[src/rtl/smiley_hit_edge_detector_pkg.sv]
// Shared types and constants for the smiley collision path.
// The mover imports the same package to decode HitEdgeCode.
package smiley_collision_pkg;

  localparam int EDGE_LEFT   = 3;
  localparam int EDGE_TOP    = 2;
  localparam int EDGE_RIGHT  = 1;
  localparam int EDGE_BOTTOM = 0;

  typedef logic [3:0]         edge_code_t;
  typedef logic signed [10:0] coord_t;

  typedef enum logic {
    WAIT_SOF = 1'b0,
    ACCUM    = 1'b1
  } hit_state_t;

endpackage

[src/rtl/smiley_hit_edge_detector_if.sv]
// Pixel-scan inputs and per-frame collision report between the scan source and the detector.
interface smiley_hit_edge_detector_if
  import smiley_collision_pkg::*;
#(
  parameter int COUNT_W = 8
);
  logic               startOfFrame;
  logic [10:0]        pixelX;
  logic [10:0]        pixelY;
  coord_t             topLeftX;
  coord_t             topLeftY;
  logic               smileyDrawingRequest;
  logic               obstacleDrawingRequest;
  logic               collision;
  edge_code_t         HitEdgeCode;
  logic [COUNT_W-1:0] hitPixelCount;

  modport master (
    output startOfFrame, pixelX, pixelY, topLeftX, topLeftY,
           smileyDrawingRequest, obstacleDrawingRequest,
    input  collision, HitEdgeCode, hitPixelCount
  );

  modport slave (
    input  startOfFrame, pixelX, pixelY, topLeftX, topLeftY,
           smileyDrawingRequest, obstacleDrawingRequest,
    output collision, HitEdgeCode, hitPixelCount
  );
endinterface

[src/rtl/smiley_edge_classifier.sv]
// Combinational stage 0: pixel offset inside the smiley and which edge bands it touches.
module smiley_edge_classifier
  import smiley_collision_pkg::*;
#(
  parameter int OBJECT_WIDTH_X  = 64,
  parameter int OBJECT_HEIGHT_Y = 64,
  parameter int EDGE_MARGIN     = 8
) (
  input  logic [10:0] pixelX,
  input  logic [10:0] pixelY,
  input  coord_t      topLeftX,
  input  coord_t      topLeftY,
  input  logic        smileyDrawingRequest,
  input  logic        obstacleDrawingRequest,
  output logic        hit,
  output edge_code_t  code
);

  localparam logic signed [11:0] WIDTH    = 12'(OBJECT_WIDTH_X);
  localparam logic signed [11:0] HEIGHT   = 12'(OBJECT_HEIGHT_Y);
  localparam logic signed [11:0] MARGIN   = 12'(EDGE_MARGIN);
  localparam logic signed [11:0] RIGHT_LO = 12'(OBJECT_WIDTH_X - EDGE_MARGIN);
  localparam logic signed [11:0] BOTTOM_LO = 12'(OBJECT_HEIGHT_Y - EDGE_MARGIN);

  logic signed [11:0] off_x;
  logic signed [11:0] off_y;
  logic               in_x;
  logic               in_y;

  // Sign-extend topLeft so a smiley hanging off the left/top of the screen still yields a correct offset.
  assign off_x = $signed({1'b0, pixelX}) - $signed({topLeftX[10], topLeftX});
  assign off_y = $signed({1'b0, pixelY}) - $signed({topLeftY[10], topLeftY});

  assign in_x = (off_x >= 12'sd0) && (off_x < WIDTH);
  assign in_y = (off_y >= 12'sd0) && (off_y < HEIGHT);
  assign hit  = smileyDrawingRequest && obstacleDrawingRequest;

  always_comb begin
    code = '0;
    if (hit && in_x && in_y) begin
      code[EDGE_LEFT]   = (off_x < MARGIN);
      code[EDGE_RIGHT]  = (off_x >= RIGHT_LO);
      code[EDGE_TOP]    = (off_y < MARGIN);
      code[EDGE_BOTTOM] = (off_y >= BOTTOM_LO);
    end
  end

endmodule

[src/rtl/smiley_hit_edge_detector.sv]
// Accumulates smiley/obstacle overlap over a frame and reports it once per startOfFrame.
//
// state    | meaning
// ---------+------------------------------------------------------------
// WAIT_SOF | after reset; pixels ignored until the first frame boundary
// ACCUM    | OR-ing edge codes and counting hits; report+clear on each SOF
module smiley_hit_edge_detector
  import smiley_collision_pkg::*;
#(
  parameter int OBJECT_WIDTH_X  = 64,
  parameter int OBJECT_HEIGHT_Y = 64,
  parameter int EDGE_MARGIN     = 8,
  parameter int COUNT_W         = 8
) (
  input logic                  clk,
  input logic                  resetN,
  smiley_hit_edge_detector_if.slave bus
);

  localparam logic [COUNT_W-1:0] CNT_MAX = '1;

  logic               hit_s0;
  edge_code_t         code_s0;
  logic               hit_q;
  edge_code_t         code_q;

  hit_state_t         state_q, state_d;
  edge_code_t         acc_q, acc_d;
  logic               any_q, any_d;
  logic [COUNT_W-1:0] cnt_q, cnt_d, cnt_inc;
  logic               coll_q, coll_d;
  edge_code_t         code_out_q, code_out_d;
  logic [COUNT_W-1:0] count_out_q, count_out_d;

  smiley_edge_classifier #(
    .OBJECT_WIDTH_X (OBJECT_WIDTH_X),
    .OBJECT_HEIGHT_Y(OBJECT_HEIGHT_Y),
    .EDGE_MARGIN    (EDGE_MARGIN)
  ) u_classifier (
    .pixelX                (bus.pixelX),
    .pixelY                (bus.pixelY),
    .topLeftX              (bus.topLeftX),
    .topLeftY              (bus.topLeftY),
    .smileyDrawingRequest  (bus.smileyDrawingRequest),
    .obstacleDrawingRequest(bus.obstacleDrawingRequest),
    .hit                   (hit_s0),
    .code                  (code_s0)
  );

  always_ff @(posedge clk or negedge resetN) begin
    if (!resetN) begin
      hit_q       <= 1'b0;
      code_q      <= '0;
      state_q     <= WAIT_SOF;
      acc_q       <= '0;
      any_q       <= 1'b0;
      cnt_q       <= '0;
      coll_q      <= 1'b0;
      code_out_q  <= '0;
      count_out_q <= '0;
    end else begin
      hit_q       <= hit_s0;
      code_q      <= code_s0;
      state_q     <= state_d;
      acc_q       <= acc_d;
      any_q       <= any_d;
      cnt_q       <= cnt_d;
      coll_q      <= coll_d;
      code_out_q  <= code_out_d;
      count_out_q <= count_out_d;
    end
  end

  assign cnt_inc = (hit_q && (cnt_q != CNT_MAX)) ? cnt_q + 1'b1 : cnt_q;

  // The stage-1 sample present on the SOF cycle closes out the ending frame.
  always_comb begin
    state_d     = state_q;
    acc_d       = acc_q;
    any_d       = any_q;
    cnt_d       = cnt_q;
    coll_d      = 1'b0;
    code_out_d  = code_out_q;
    count_out_d = count_out_q;
    case (state_q)
      WAIT_SOF: begin
        if (bus.startOfFrame) state_d = ACCUM;
      end
      ACCUM: begin
        if (bus.startOfFrame) begin
          coll_d      = any_q | hit_q;
          code_out_d  = acc_q | code_q;
          count_out_d = cnt_inc;
          acc_d       = '0;
          any_d       = 1'b0;
          cnt_d       = '0;
        end else begin
          acc_d = acc_q | code_q;
          any_d = any_q | hit_q;
          cnt_d = cnt_inc;
        end
      end
      default: state_d = WAIT_SOF;
    endcase
  end

  assign bus.collision     = coll_q;
  assign bus.HitEdgeCode   = code_out_q;
  assign bus.hitPixelCount = count_out_q;

endmodule

[src/flat_wrapper.sv]
// flat-port wrapper written by rule: the top's interface ports become plain ports
module smiley_hit_edge_detector_flat import smiley_collision_pkg::*;
#(
  parameter int OBJECT_WIDTH_X  = 64,
  parameter int OBJECT_HEIGHT_Y = 64,
  parameter int EDGE_MARGIN     = 8,
  parameter int COUNT_W         = 8
)
  (clk, resetN, bus_startOfFrame, bus_pixelX, bus_pixelY, bus_topLeftX, bus_topLeftY, bus_smileyDrawingRequest, bus_obstacleDrawingRequest, bus_collision, bus_HitEdgeCode, bus_hitPixelCount);
  smiley_hit_edge_detector_if #(.COUNT_W(COUNT_W)) bus_i ();
  input logic clk;
  input logic resetN;
  input wire logic [$bits(bus_i.startOfFrame)-1:0] bus_startOfFrame;
  input wire logic [$bits(bus_i.pixelX)-1:0] bus_pixelX;
  input wire logic [$bits(bus_i.pixelY)-1:0] bus_pixelY;
  input wire logic [$bits(bus_i.topLeftX)-1:0] bus_topLeftX;
  input wire logic [$bits(bus_i.topLeftY)-1:0] bus_topLeftY;
  input wire logic [$bits(bus_i.smileyDrawingRequest)-1:0] bus_smileyDrawingRequest;
  input wire logic [$bits(bus_i.obstacleDrawingRequest)-1:0] bus_obstacleDrawingRequest;
  output wire logic [$bits(bus_i.collision)-1:0] bus_collision;
  output wire logic [$bits(bus_i.HitEdgeCode)-1:0] bus_HitEdgeCode;
  output wire logic [$bits(bus_i.hitPixelCount)-1:0] bus_hitPixelCount;
  assign bus_i.startOfFrame = bus_startOfFrame;
  assign bus_i.pixelX = bus_pixelX;
  assign bus_i.pixelY = bus_pixelY;
  assign bus_i.topLeftX = bus_topLeftX;
  assign bus_i.topLeftY = bus_topLeftY;
  assign bus_i.smileyDrawingRequest = bus_smileyDrawingRequest;
  assign bus_i.obstacleDrawingRequest = bus_obstacleDrawingRequest;
  assign bus_collision = bus_i.collision;
  assign bus_HitEdgeCode = bus_i.HitEdgeCode;
  assign bus_hitPixelCount = bus_i.hitPixelCount;
  smiley_hit_edge_detector #(.OBJECT_WIDTH_X(OBJECT_WIDTH_X), .OBJECT_HEIGHT_Y(OBJECT_HEIGHT_Y), .EDGE_MARGIN(EDGE_MARGIN), .COUNT_W(COUNT_W)) u_core (.clk(clk), .resetN(resetN), .bus(bus_i));
endmodule
[config.mk]
export PLATFORM = sky130hd
export DESIGN_NAME = smiley_hit_edge_detector_flat
export DESIGN_NICKNAME = d
export VERILOG_FILES = /design/src/rtl/smiley_hit_edge_detector_pkg.sv /design/src/rtl/smiley_hit_edge_detector_if.sv /design/src/rtl/smiley_edge_classifier.sv /design/src/rtl/smiley_hit_edge_detector.sv /design/src/flat_wrapper.sv
export SDC_FILE = /design/constraint.sdc
export NUM_CORES = 1
export LEC_CHECK = 0
export BUFFER_PORTS_ARGS = -buffer_cell sky130_fd_sc_hd__buf_2
export CAP_MARGIN = 20
export CORE_ASPECT_RATIO = 1.75
export CORE_UTILIZATION = 40
export DETAILED_ROUTE_END_ITERATION = 7
export GPL_TIMING_DRIVEN = 0
export SETUP_SLACK_MARGIN = 0.4
export SYNTH_ARGS = -nofsm -noshare
export SYNTH_HDL_FRONTEND = slang
export SYNTH_SLANG_ARGS = --single-unit
[constraint.sdc]
create_clock -name clk -period 2.2 [get_ports clk]
set_input_delay 0.11 -clock clk [delete_from_list [all_inputs] [get_ports clk]]
set_output_delay 0.11 -clock clk [all_outputs]
set_load 0.1 [all_outputs]
==> reports/metrics.yaml, run 1 <==
logic_synthesis:
  async_flop_share_pct: 100
  synth_top_area_cell: "dfrtp_1"
  synth_top_area_share_pct: 31.8
  synth_cell_types: 49
  netlist_area_um2: 2510
  yosysWarnings: 0
  synth_edf_count: 0
  ys_top_cells_by_area: "dfrtp_1 32%, ha_1 11%, nor2_1 5.8%"
  synthFlopType: "dfrtp_1"
  synth_cells: 296
  syn_nets: 370
  seq_area_frac_synth_pct: 31.8
  synth_seq_cells: 32
  synth.most_common_cell: "nor2_1"
  synth_common_cells: "39 x nor2_1, 32 x dfrtp_1, 32 x inv_1, 29 x a21oi_1, 23 x ha_1"
  syn_avg_cell_area_um2: 8.50
grt:
  grt_pass1_vias: 2346
  grt-ovfl-total: 0
  grt_pass1_wl_um: 9780
  grt_util_all_layers_pct: 19.0
  grt_antenna_before_repair: 0
  grt_start_max_net_pins: 33
pwr:
  combPwrFrac_pct: 34.0
  power_density_nw_per_um2: 554
  power.switching_uw: 610
  seq_power_share_pct: 35.2
  p_sw_share_pct: 34.5
  internal-power_mw: 1.16
  ir_worst_vdd_v: 0.000266
  power_leakage_nw: 1.51
  clkPwrFrac_pct: 30.8
timing:
  fin_crit_sh_pct: 103
  fin_hold_ws_ns: 0.0738
  rsz0062_at_grt: "yes"
  max_freq_mhz: 439
  tightestPinTransition_ns: 0.680
  hold_viol: 0
  setup_viol: 3
  tns_ns: -0.131
  finalMaxSlewViolations: 0
  slew_headroom_pct: 54.7
  period_needed_ns: 2.28
  fin_worst_skew_ns: 0.00665
  fin_ws_ns: -0.0764
placement:
  dpl_cell_area_um2: 2950
  pre_cts_slack_ns: -0.501
  port_buffers: 60
  place.gp.congestion: 0.818
  dp_hpwl_um: 4500
run:
  maxCapViolations: 0
status:
  status: "complete, but fails checks"
  violations: "setup timing"
setup_path:
  crit_path_top_delay_cell: "or4_4"
  critPathKind: "in -> reg"
  cp-start-kind: "input port"
  critPathMaxFanout: 4
  crit_path_cell_trace: "buf_6 -> ha_4 -> nor2b_4 -> o2111a_1 -> o311a_1 -> or4_4 -> a2111oi_4 -> o211ai_2 -> nor4_2"
  arrival_ns: 2.45
  worstPathRequired_ns: 2.37
  end_kind: "flop"
  cpPeakStageDelay_ns: 0.54
clock_tree:
  clkSlewWorstSetupHoldPaths_ns: 0.06
  cts-buffers-inserted: 5
  cts_tree: "yes"
  cts-root-buf: "clkbuf_8"
  ctsHtreeMaxLevel: 2
  clock-sinks: 32
  clockBufferDepth: 2
  worstSkewPairLatency_ns: 0.28
final_layout:
  drive_gt1_share_pct: 26.3
  fin_nets: 445
  antenna_cells: 0
  syn_to_final_growth_pct: 27.2
  final_area_um2: 3200
floorplanning:
  rows: 37
  core_area_um2: 5970
  die_y_um: 107
  pin_count: 62
  die_x_um: 61.9
  dieArea_um2: 6620
  initial_core_util_pct: 42.1
detailed_routing:
  ant_nets: 0
  vias_per_cell: 5.27
  finalWirelength_um: 5670
  dr.pass1.iters: 4
  drt-initial-drc-count: 95
  wl_per_cell_um: 12.6
  drc: 0
  dr_total_vias: 2371
hold_path:
  hp-class: "in -> reg"
[timing repair]
action	4_1_cts	5_1_grt
endpoints found under the setup margin	9	8
resized for setup	10	9
hold buffers	1	0
hold endpoints to repair	32	0
pin swaps	2	6
buffers inserted	4	3
[state kept, by name (all words and copies together) (netlist names)]
name and count:
u_core.code_q 4, u_core.cnt_q 8, u_core.hit_q 1, u_core.acc_q 4, u_core.bus.HitEdgeCode 4, u_core.bus.hitPixelCount 8, u_core.any_q 1, u_core.bus.collision 1
u_core.state_q 1
[critical path, delay by kind of cell]
family,cells,cell delay [ns]
AOI/OAI and AO/OA,4,1.07
and+or+nand+nor,3,0.94
adders and majority gates,1,0.22
buffers and inverters,1,0.10
[final timing paths]
kind	startpoint	cells after the start	slack, ns	end
min	bus_obstacleDrawingRequest	2	0.07	u_core.hit_q$_DFF_PN0_
max in group asynchronous	resetN	2	1.32	u_core.cnt_q[5]$_DFFE_PN0P_
max	bus_pixelY[1]	9	-0.08	u_core.code_q[2]$_DFF_PN0_
min reg2reg	u_core.acc_q[2]$_DFFE_PN0P_	2	0.50	u_core.acc_q[2]$_DFFE_PN0P_
max reg2reg	u_core.cnt_q[7]$_DFFE_PN0P_	7	0.49	u_core.bus.hitPixelCount[7]$_DFFE_PN0P_
min in group asynchronous	resetN	2	0.40	u_core.cnt_q[2]$_DFFE_PN0P_
[routing by layer]
layer | wire (um) | share of wire, % | global-route usage, %
met5 | 0 | 0 | 0
met4 | 129 | 2.3 | 8.25
met3 | 157 | 2.8 | 1.93
met2 | 3220 | 57 | 36.2
met1 | 2160 | 38 | 19.2
[logic make-up after synthesis]
kind of cell | share of synthesized area, %
buffers and inverters | 5.52
adders and majority gates | 13.0
DFF | 31.8
and+or+nand+nor | 19.4
AOI/OAI and AO/OA | 22.6
muxes | 2.04
xor gates and xnor gates | 5.57
[through the flow]
| step | utilization (%) | instances | power [mW] |
|---|---|---|---|
| finish | 53.6 | 450 | 1.77 |
| global route | 53.6 | 450 | 1.87 |
| CTS | 52.7 | 447 | 1.79 |
| detailed placement | 49.5 | 434 | 1.22 |
| global placement | 49.5 | 434 | 1.22 |
| floorplan | - | 296 | 1.08 |
[cells in the final DEF (no fill, tap or decap), types with 3 or more instances in the layout]
cell type  instances
buf_2             58
ha_1              20
o21ai_0           12
inv_1             31
clkbuf_8           5
a21oi_1           28
xnor2_1           14
nor2_1            37
clkbuf_1           6
nor3_1             5
a211oi_1           3
a22o_1             4
o21a_1             6
buf_4              7
o22ai_1            3
dfrtp_1           30
nand2_1            8
o211ai_1           3
nor4_1             3
nor2b_1            4
mux2i_1            4
nand3_1            9
or3_1              6
a31oi_1            3
nand2b_1           7
[power groups by stage]
stage	Sequential, mW	Clock, mW	Combinational [mW]
floorplan	0.772	0	0.307
global placement	0.635	0	0.581
detailed placement	0.636	0	0.587
CTS	0.623	0.559	0.603
global route	0.627	0.577	0.665
finish	0.623	0.546	0.601
[area by class of cell]
type                    count  area, um2
inverters                  32        125
plain buffers               5       18.8
fillers                   579       2770
clock buffers               6       72.6
multi-input cells         227       1670
well taps                  78       97.6
repair buffers             68        379
flip-flops and latches     32        803
clock inverters             2       35.0
Power figures use the tool's default switching activity.
==> inputs of run 2 (changes only) <==
--- a/config.mk
+++ b/config.mk
@@ -11,7 +11,9 @@
 export CORE_UTILIZATION = 40
 export DETAILED_ROUTE_END_ITERATION = 7
 export GPL_TIMING_DRIVEN = 0
+export PLACE_DENSITY = 0.72
 export SETUP_SLACK_MARGIN = 0.4
+export SKIP_CTS_REPAIR_TIMING = 1
 export SYNTH_ARGS = -nofsm -noshare
 export SYNTH_HDL_FRONTEND = slang
 export SYNTH_SLANG_ARGS = --single-unit
==> constraint.sdc (replaced) <==
create_clock -name clk -period 2.2 [get_ports clk]
set_input_delay 0.33 -clock clk [delete_from_list [all_inputs] [get_ports clk]]
set_output_delay 0.33 -clock clk [all_outputs]
set_load 0.1 [all_outputs]
==> reports/metrics.yaml, run 2 (synthesis results as in run 1) <==
floorplanning:
  dieArea_um2: 6620  # unchanged
  die_y_um: 107  # unchanged
  core_area_um2: 5970  # unchanged
  rows: 37  # unchanged
  initial_core_util_pct: 42.1  # unchanged
  die_x_um: 61.9  # unchanged
  pin_count: 62  # unchanged
timing:
  tns_ns: -0.778  # was -0.131 ns
  fin_worst_skew_ns: 0.00361  # was 0.00665 ns
  fin_hold_ws_ns: 0.0825  # was 0.0738 ns
  period_needed_ns: 2.44  # was 2.28 ns
  fin_crit_sh_pct: 111  # was 103%
  slew_headroom_pct: 54.8  # was 54.7%
  max_freq_mhz: 410  # was 439 MHz
  tightestPinTransition_ns: 0.678  # was 0.680 ns
  finalMaxSlewViolations: 0  # unchanged
  setup_viol: 4  # was 3
  fin_ws_ns: -0.237  # was -0.0764 ns
  hold_viol: 0  # unchanged
  rsz0062_at_grt: "yes"  # unchanged
setup_path:
  critPathCapture: "u_core.code_q[2]$_DFF_PN0_"  # unchanged
  critPathTopFamily: "compound AO/OA/AOI/OAI gates"  # unchanged
  worstPathRequired_ns: 2.38  # was 2.37 ns
  rr_endpoint: "u_core.cnt_q[7]$_DFFE_PN0P_"  # was u_core.bus.hitPixelCount[7]$_DFFE_PN0P_
  cp-startpoint: "bus_pixelY[1]"  # unchanged
  cpPeakStageDelay_ns: 0.54  # about the same
  r2r-start: "u_core.cnt_q[7]$_DFFE_PN0P_"  # unchanged
  arrival_ns: 2.62  # was 2.45 ns
  worst-r2r-cell-count: 7  # unchanged
  crit_path_cell_trace: "buf_8 -> ha_4 -> nor2b_4 -> o2111a_1 -> o311a_1 -> or4_4 -> a2111oi_4 -> o211ai_2 -> nor4_1"  # was buf_6 -> ha_4 -> nor2b_4 -> o2111a_1 -> o311a_1 -> or4_4 -> a2111oi_4 -> o211ai_2 -> nor4_2
  crit_path_top_delay_cell: "or4_4"  # unchanged
  end_kind: "flop"  # unchanged
  path_buf_inv: 1  # unchanged
  r2r_setup_slack_ns: 0.41  # was 0.49 ns
  critPathMaxFanout: 4  # unchanged
  critPathKind: "in -> reg"  # unchanged
  cp-start-kind: "input port"  # unchanged
  cp.depth: 9  # unchanged
clock_tree:
  cts-root-buf: "clkbuf_8"  # unchanged
  clock-sinks: 32  # unchanged
  cts_tree: "yes"  # unchanged
  cts-buffers-inserted: 5  # unchanged
  worstSkewPairLatency_ns: 0.28  # about the same
  clockBufferDepth: 2  # unchanged
  clkSlewWorstSetupHoldPaths_ns: 0.06  # about the same
  ctsHtreeMaxLevel: 2  # unchanged
run:
  maxCapViolations: 0  # unchanged
status:
  status: "complete, but fails checks"  # unchanged
  violations: "setup timing"  # unchanged
final_layout:
  fin_nets: 444  # was 445
  regArea_um2: 803  # unchanged
  fin_util_pct: 53.2  # was 53.6%
  final_cell_mix: "58 x buf_2, 37 x nor2_1, 31 x inv_1"  # unchanged
  final_area_um2: 3170  # was 3200 um2
  antenna_cells: 0  # unchanged
  syn_to_final_growth_pct: 26.2  # was 27.2%
  stdcell_count: 448  # was 450
  layout_commonest_cell: "buf_2"  # unchanged
  drive_gt1_share_pct: 26.2  # was 26.3%
  n_fill_cell: 570  # was 579
  multiInputGateArea_um2: 1680  # was 1670 um2
pwr:
  p_sw_share_pct: 36.3  # was 34.5%
  power_leakage_nw: 1.50  # was 1.51 nW
  combPwrFrac_pct: 36.7  # was 34.0%
  power_density_nw_per_um2: 514  # was 554 nW/um2
  internal-power_mw: 1.04  # was 1.16 mW
  ir_worst_vdd_v: 0.000215  # was 0.000266 V
  seq_power_share_pct: 38.3  # was 35.2%
  clkPwrFrac_pct: 25.0  # was 30.8%
  power.switching_uw: 592  # was 610 uW
grt:
  grt_pass1_wl_um: 8920  # was 9780 um
  met2_usage_pct: 33.3  # was 36.2%
  met1_usage_pct: 17.5  # was 19.2%
  grt_pass1_vias: 2230  # was 2346
  grt_antenna_before_repair: 0  # unchanged
  grt_start_max_net_pins: 33  # unchanged
  grt_use_met3_pct: 1.81  # was 1.93%
  grt_util_all_layers_pct: 17.3  # was 19.0%
  busiest_layer: "met2"  # unchanged
  grt-ovfl-total: 0  # unchanged
detailed_routing:
  finalWirelength_um: 5420  # was 5670 um
  drt-initial-drc-count: 73  # was 95
  ant_nets: 0  # unchanged
  dr_total_vias: 2336  # was 2371
  dr.pass1.iters: 4  # unchanged
  drc: 0  # unchanged
  vias_per_cell: 5.21  # was 5.27
  wl_per_cell_um: 12.1  # was 12.6 um
placement:
  dp.cells: 434  # unchanged
  place.gp.congestion: 0.813  # was 0.818
  dp_hpwl_um: 4310  # was 4500 um
  port_buffers: 60  # unchanged
  dpl_cell_area_um2: 2950  # unchanged
hold_path:
  hp-class: "in -> async"  # was in -> reg
==> run 2: changes by cell type in the layout (fill, tap and decap cells not counted) <==
cell / before / now
buf_8: 1 / 2
bufinv_16: 1 / 0
ha_2: 1 / 0
nor4_1: 3 / 4
nor4_2: 2 / 1
xnor2_2: 0 / 1
xnor2_1: 14 / 13
ha_4: 2 / 3
buf_6: 1 / 0
dlygate4sd3_1: 1 / 0
==> run 2: stage by stage <==
| stage | worst slack [ns] | power [mW] |
|---|---|---|
| after detailed placement | -0.609 | 1.22 |
| final | -0.237 | 1.63 |
| after CTS | -0.315 | 1.63 |
| after global routing | -0.326 | 1.73 |
| after floorplan | -0.287 | 1.08 |
| after global placement | -0.594 | 1.21 |
==> run 2: worst min path at each step <==
stage,slack [ns],endpoint,start
after global placement,0.40,u_core.bus.hitPixelCount[1]$_DFFE_PN0P_,resetN
after floorplan,0.03,u_core.acc_q[0]$_DFFE_PN0P_,resetN
after global routing,0.16,u_core.bus.hitPixelCount[2]$_DFFE_PN0P_,resetN
final,0.08,u_core.bus.hitPixelCount[1]$_DFFE_PN0P_,resetN
after detailed placement,0.42,u_core.bus.hitPixelCount[2]$_DFFE_PN0P_,resetN
after CTS,0.12,u_core.bus.hitPixelCount[2]$_DFFE_PN0P_,resetN
==> run 2: metal layers <==
layer / vias to the layer above / routed length, um / part of all wire (%)
met5: - / 0 / 0
met4: 0 / 126 / 2.3
met3: 10 / 152 / 2.8
met2: 50 / 3000 / 55
met1: 1074 / 2140 / 39
li1: 1202 / - / -
==> run 2: power by group through the flow <==
stage	Clock (mW)	Combinational, mW	Sequential [mW]
after floorplan	0	0.307	0.772
after global placement	0	0.576	0.635
after detailed placement	0	0.584	0.636
after CTS	0.418	0.587	0.625
after global routing	0.445	0.656	0.629
final	0.409	0.599	0.625
==> run 2: area by class of cell <==
cell class | instances | area share [%]
timing repair buffer | 67 | 11.7
sequential | 32 | 25.3
buffer | 5 | 0.591
tap | 78 | 3.07
multi-input combinational | 227 | 52.9
clock inverter | 1 | 0.158
inverter | 32 | 3.94
clock buffer | 6 | 2.29
==> inputs of run 3 (changes only) <==
--- a/config.mk
+++ b/config.mk
@@ -5,13 +5,16 @@
 export SDC_FILE = /design/constraint.sdc
 export NUM_CORES = 1
 export LEC_CHECK = 0
+export ABC_AREA = 1
 export BUFFER_PORTS_ARGS = -buffer_cell sky130_fd_sc_hd__buf_2
 export CAP_MARGIN = 20
+export CELL_PAD_IN_SITES_DETAIL_PLACEMENT = 1
+export CELL_PAD_IN_SITES_GLOBAL_PLACEMENT = 2
 export CORE_ASPECT_RATIO = 1.75
-export CORE_UTILIZATION = 40
+export CORE_UTILIZATION = 29
 export DETAILED_ROUTE_END_ITERATION = 7
 export GPL_TIMING_DRIVEN = 0
-export PLACE_DENSITY = 0.72
+export PLACE_DENSITY = 0.89
 export SETUP_SLACK_MARGIN = 0.4
 export SKIP_CTS_REPAIR_TIMING = 1
 export SYNTH_ARGS = -nofsm -noshare
==> reports/metrics.yaml, run 3 <==
grt:
  grt_util_all_layers_pct: 16.4  # was 17.3%
  grt_start_max_net_pins: 33  # unchanged
  grt_antenna_before_repair: 0  # unchanged
  grt-ovfl-total: 0  # unchanged
  grt_pass1_vias: 2934  # was 2230
  grt_pass1_wl_um: 12700  # was 8920 um
logic_synthesis:
  synth_seq_cells: 32  # unchanged
  syn_nets: 497  # was 370
  synth_cell_types: 31  # was 49
  synth_top_area_share_pct: 29.1  # was 31.8%
  seq_area_frac_synth_pct: 29.1  # was 31.8%
  synth_edf_count: 0  # unchanged
  synthAdderAreaFrac_pct: 11.9  # was 13.0%
  ys_top_cells_by_area: "dfrtp_1 29%, nand2_1 17%, inv_1 12%"  # was dfrtp_1 32%, ha_1 11%, nor2_1 5.8%
  netlist_area_um2: 2750  # was 2510 um2
  yosys.area_share.xor_xnor_pct: 3.82  # was 5.57%
  synth_compound_area_share_pct: 8.78  # was 22.6%
  synth_common_cells: "128 x nand2_1, 88 x inv_1, 40 x nor2_1, 32 x dfrtp_1"  # was 39 x nor2_1, 32 x dfrtp_1, 32 x inv_1, 29 x a21oi_1, 23 x ha_1
  synth_mux_area_share_pct: 0  # was 2.04%
  synth_top_area_cell: "dfrtp_1"  # unchanged
  synthFlopType: "dfrtp_1"  # unchanged
  yosys.area_share.simple_pct: 33.6  # was 19.4%
  yosysWarnings: 0  # unchanged
  synth.most_common_cell: "nand2_1"  # was nor2_1
  synth_cells: 423  # was 296
  syn_avg_cell_area_um2: 6.50  # was 8.50 um2
  synth_top_family_by_area: "simple AND/OR/NAND/NOR gates"  # was compound AO/OA/AOI/OAI gates
  async_flop_share_pct: 100  # unchanged
timing:
  fin_worst_skew_ns: 0.00515  # was 0.00361 ns
  fin_crit_sh_pct: 80.9  # was 111%
  rsz0062_at_grt: "yes"  # unchanged
  finalMaxSlewViolations: 0  # unchanged
  period_needed_ns: 1.78  # was 2.44 ns
  tightestPinTransition_ns: 0.726  # was 0.678 ns
  setup_viol: 0  # was 4
  max_freq_mhz: 562  # was 410 MHz
  slew_headroom_pct: 51.6  # was 54.8%
  hold_viol: 0  # unchanged
  fin_hold_ws_ns: 0.105  # was 0.0825 ns
final_layout:
  antenna_cells: 0  # unchanged
  drive_gt1_share_pct: 32.9  # was 26.2%
  final_cell_mix: "109 x nand2_1, 83 x inv_1, 59 x buf_2"  # was 58 x buf_2, 37 x nor2_1, 31 x inv_1
  n_fill_cell: 1189  # was 570
  stdcell_count: 618  # was 448
  layout_commonest_cell: "nand2_1"  # was buf_2
  syn_to_final_growth_pct: 39.5  # was 26.2%
  fin_nets: 571  # was 444
setup_path:
  end_kind: "flop"  # unchanged
  critPathKind: "reg -> reg"  # was in -> reg
  worstPathRequired_ns: 2.34  # was 2.38 ns
  arrival_ns: 1.92  # was 2.62 ns
  critPathMaxFanout: 5  # was 4
  cp-start-kind: "flop"  # was input port
clock_tree:
  cts_tree: "yes"  # unchanged
  clockBufferDepth: 2  # unchanged
  cts-buffers-inserted: 5  # unchanged
  clock-sinks: 32  # unchanged
  worstSkewPairLatency_ns: 0.28  # about the same
  cts-root-buf: "clkbuf_16"  # was clkbuf_8
  ctsHtreeMaxLevel: 2  # unchanged
  clkSlewWorstSetupHoldPaths_ns: 0.05  # was 0.06 ns
floorplanning:
  dieArea_um2: 9890  # was 6620 um2
  die_y_um: 131  # was 107 um
  pin_count: 62  # unchanged
  rows: 46  # was 37
  core_area_um2: 9150  # was 5970 um2
  die_x_um: 75.6  # was 61.9 um
  initial_core_util_pct: 30.0  # was 42.1%
placement:
  dp.cells: 604  # was 434
  port_buffers: 61  # was 60
  dp_hpwl_um: 6270  # was 4310 um
  place.gp.congestion: 0.811  # was 0.813
detailed_routing:
  finalWirelength_um: 7710  # was 5420 um
  wl_per_cell_um: 12.5  # was 12.1 um
  drt-initial-drc-count: 39  # was 73
  dr.pass1.iters: 6  # was 4
  ant_nets: 0  # unchanged
  vias_per_cell: 4.65  # was 5.21
  dr_total_vias: 2872  # was 2336
  drc: 0  # unchanged
pwr:
  power_leakage_nw: 2.03  # was 1.50 nW
  power_density_nw_per_um2: 538  # was 514 nW/um2
  ir_worst_vdd_v: 0.000399  # was 0.000215 V
status:
  status: "completed"  # was complete, but fails checks
run:
  maxCapViolations: 0  # unchanged
hold_path:
  hp-class: "in -> async"  # unchanged
## run 3: worst max-delay path, stage by stage (launching register included)
cell,delay (ns)
dfrtp_1,0.41
ha_2,0.20
inv_2,0.08
nor3_4,0.05
nand4_1,0.08
nand2_2,0.13
nor2_4,0.15
nand3_2,0.11
nor2_2,0.14
xor2_1,0.19
o22ai_1,0.09
## run 3: kinds of logic after synthesis
group,after synthesis
fa+ha+maj,25
compound gates,44
xor+xnor,12
buf+inv,93
flops,32
simple gates,217
## run 3: where the power goes
part / internal [mW] / switching [mW] / leakage (nW)
Combinational: 0.256 / 0.422 / 1.51
Clock: 0.532 / 0.245 / 0.0808
Sequential: 0.602 / 0.00789 / 0.435
Total: 1.39 / 0.675 / 2.03
## run 3: layout make-up
type                       count  area [um2]  share of cell area [%]
sequential                    32         801                    20.9
clock inverter                 2        35.0                   0.914
clock buffer                   6         129                    3.36
timing repair buffer          67         363                    9.46
buffer                         5        21.3                   0.555
multi-input combinational    298        2000                    52.2
tap                          120         150                    3.92
inverter                      88         333                    8.68
## run 3: metal layers
metal | share of wire, % | track usage, % | wire, um | vias to the layer above
li1 | - | - | - | 1448
met1 | 36 | 16.2 | 2770 | 1364
met2 | 60 | 34.0 | 4610 | 47
met3 | 2.2 | 1.46 | 166 | 13
met4 | 2.2 | 4.36 | 169 | 0
met5 | 0 | 0 | 0 | -
## run 3: worst paths after layout
kind                                                    startpoint                                      end  slack [ns]  cells past startpoint
min reg2reg                u_core.bus.hitPixelCount[7]$_DFFE_PN0P_  u_core.bus.hitPixelCount[7]$_DFFE_PN0P_        0.48                      2
max                                    u_core.cnt_q[0]$_DFFE_PN0P_              u_core.cnt_q[7]$_DFFE_PN0P_        0.42                     10
min in group clk                                  bus_startOfFrame                 u_core.state_q$_DFF_PN0_        0.32                      2
min                                                         resetN  u_core.bus.hitPixelCount[2]$_DFFE_PN0P_        0.10                      1
max reg2reg                            u_core.cnt_q[0]$_DFFE_PN0P_              u_core.cnt_q[7]$_DFFE_PN0P_        0.42                     10
max in group asynchronous                                   resetN              u_core.acc_q[2]$_DFFE_PN0P_        1.62                      1
## run 3: metrics by stage
stage / util (%) / instance area [um2] / setup TNS [ns] / worst slack [ns] / total power [mW]
2_1_floorplan: - / 2770 / 0 / 0.391 / 1.02
3_3_place_gp: 35.3 / 3230 / -0.0353 / -0.0353 / 1.17
3_5_place_dp: 35.3 / 3230 / -0.0504 / -0.0504 / 1.19
4_1_cts: 37.1 / 3390 / 0 / 0.131 / 1.97
5_1_grt: 41.9 / 3830 / 0 / 0.299 / 2.19
6_report: 41.9 / 3830 / 0 / 0.421 / 2.06
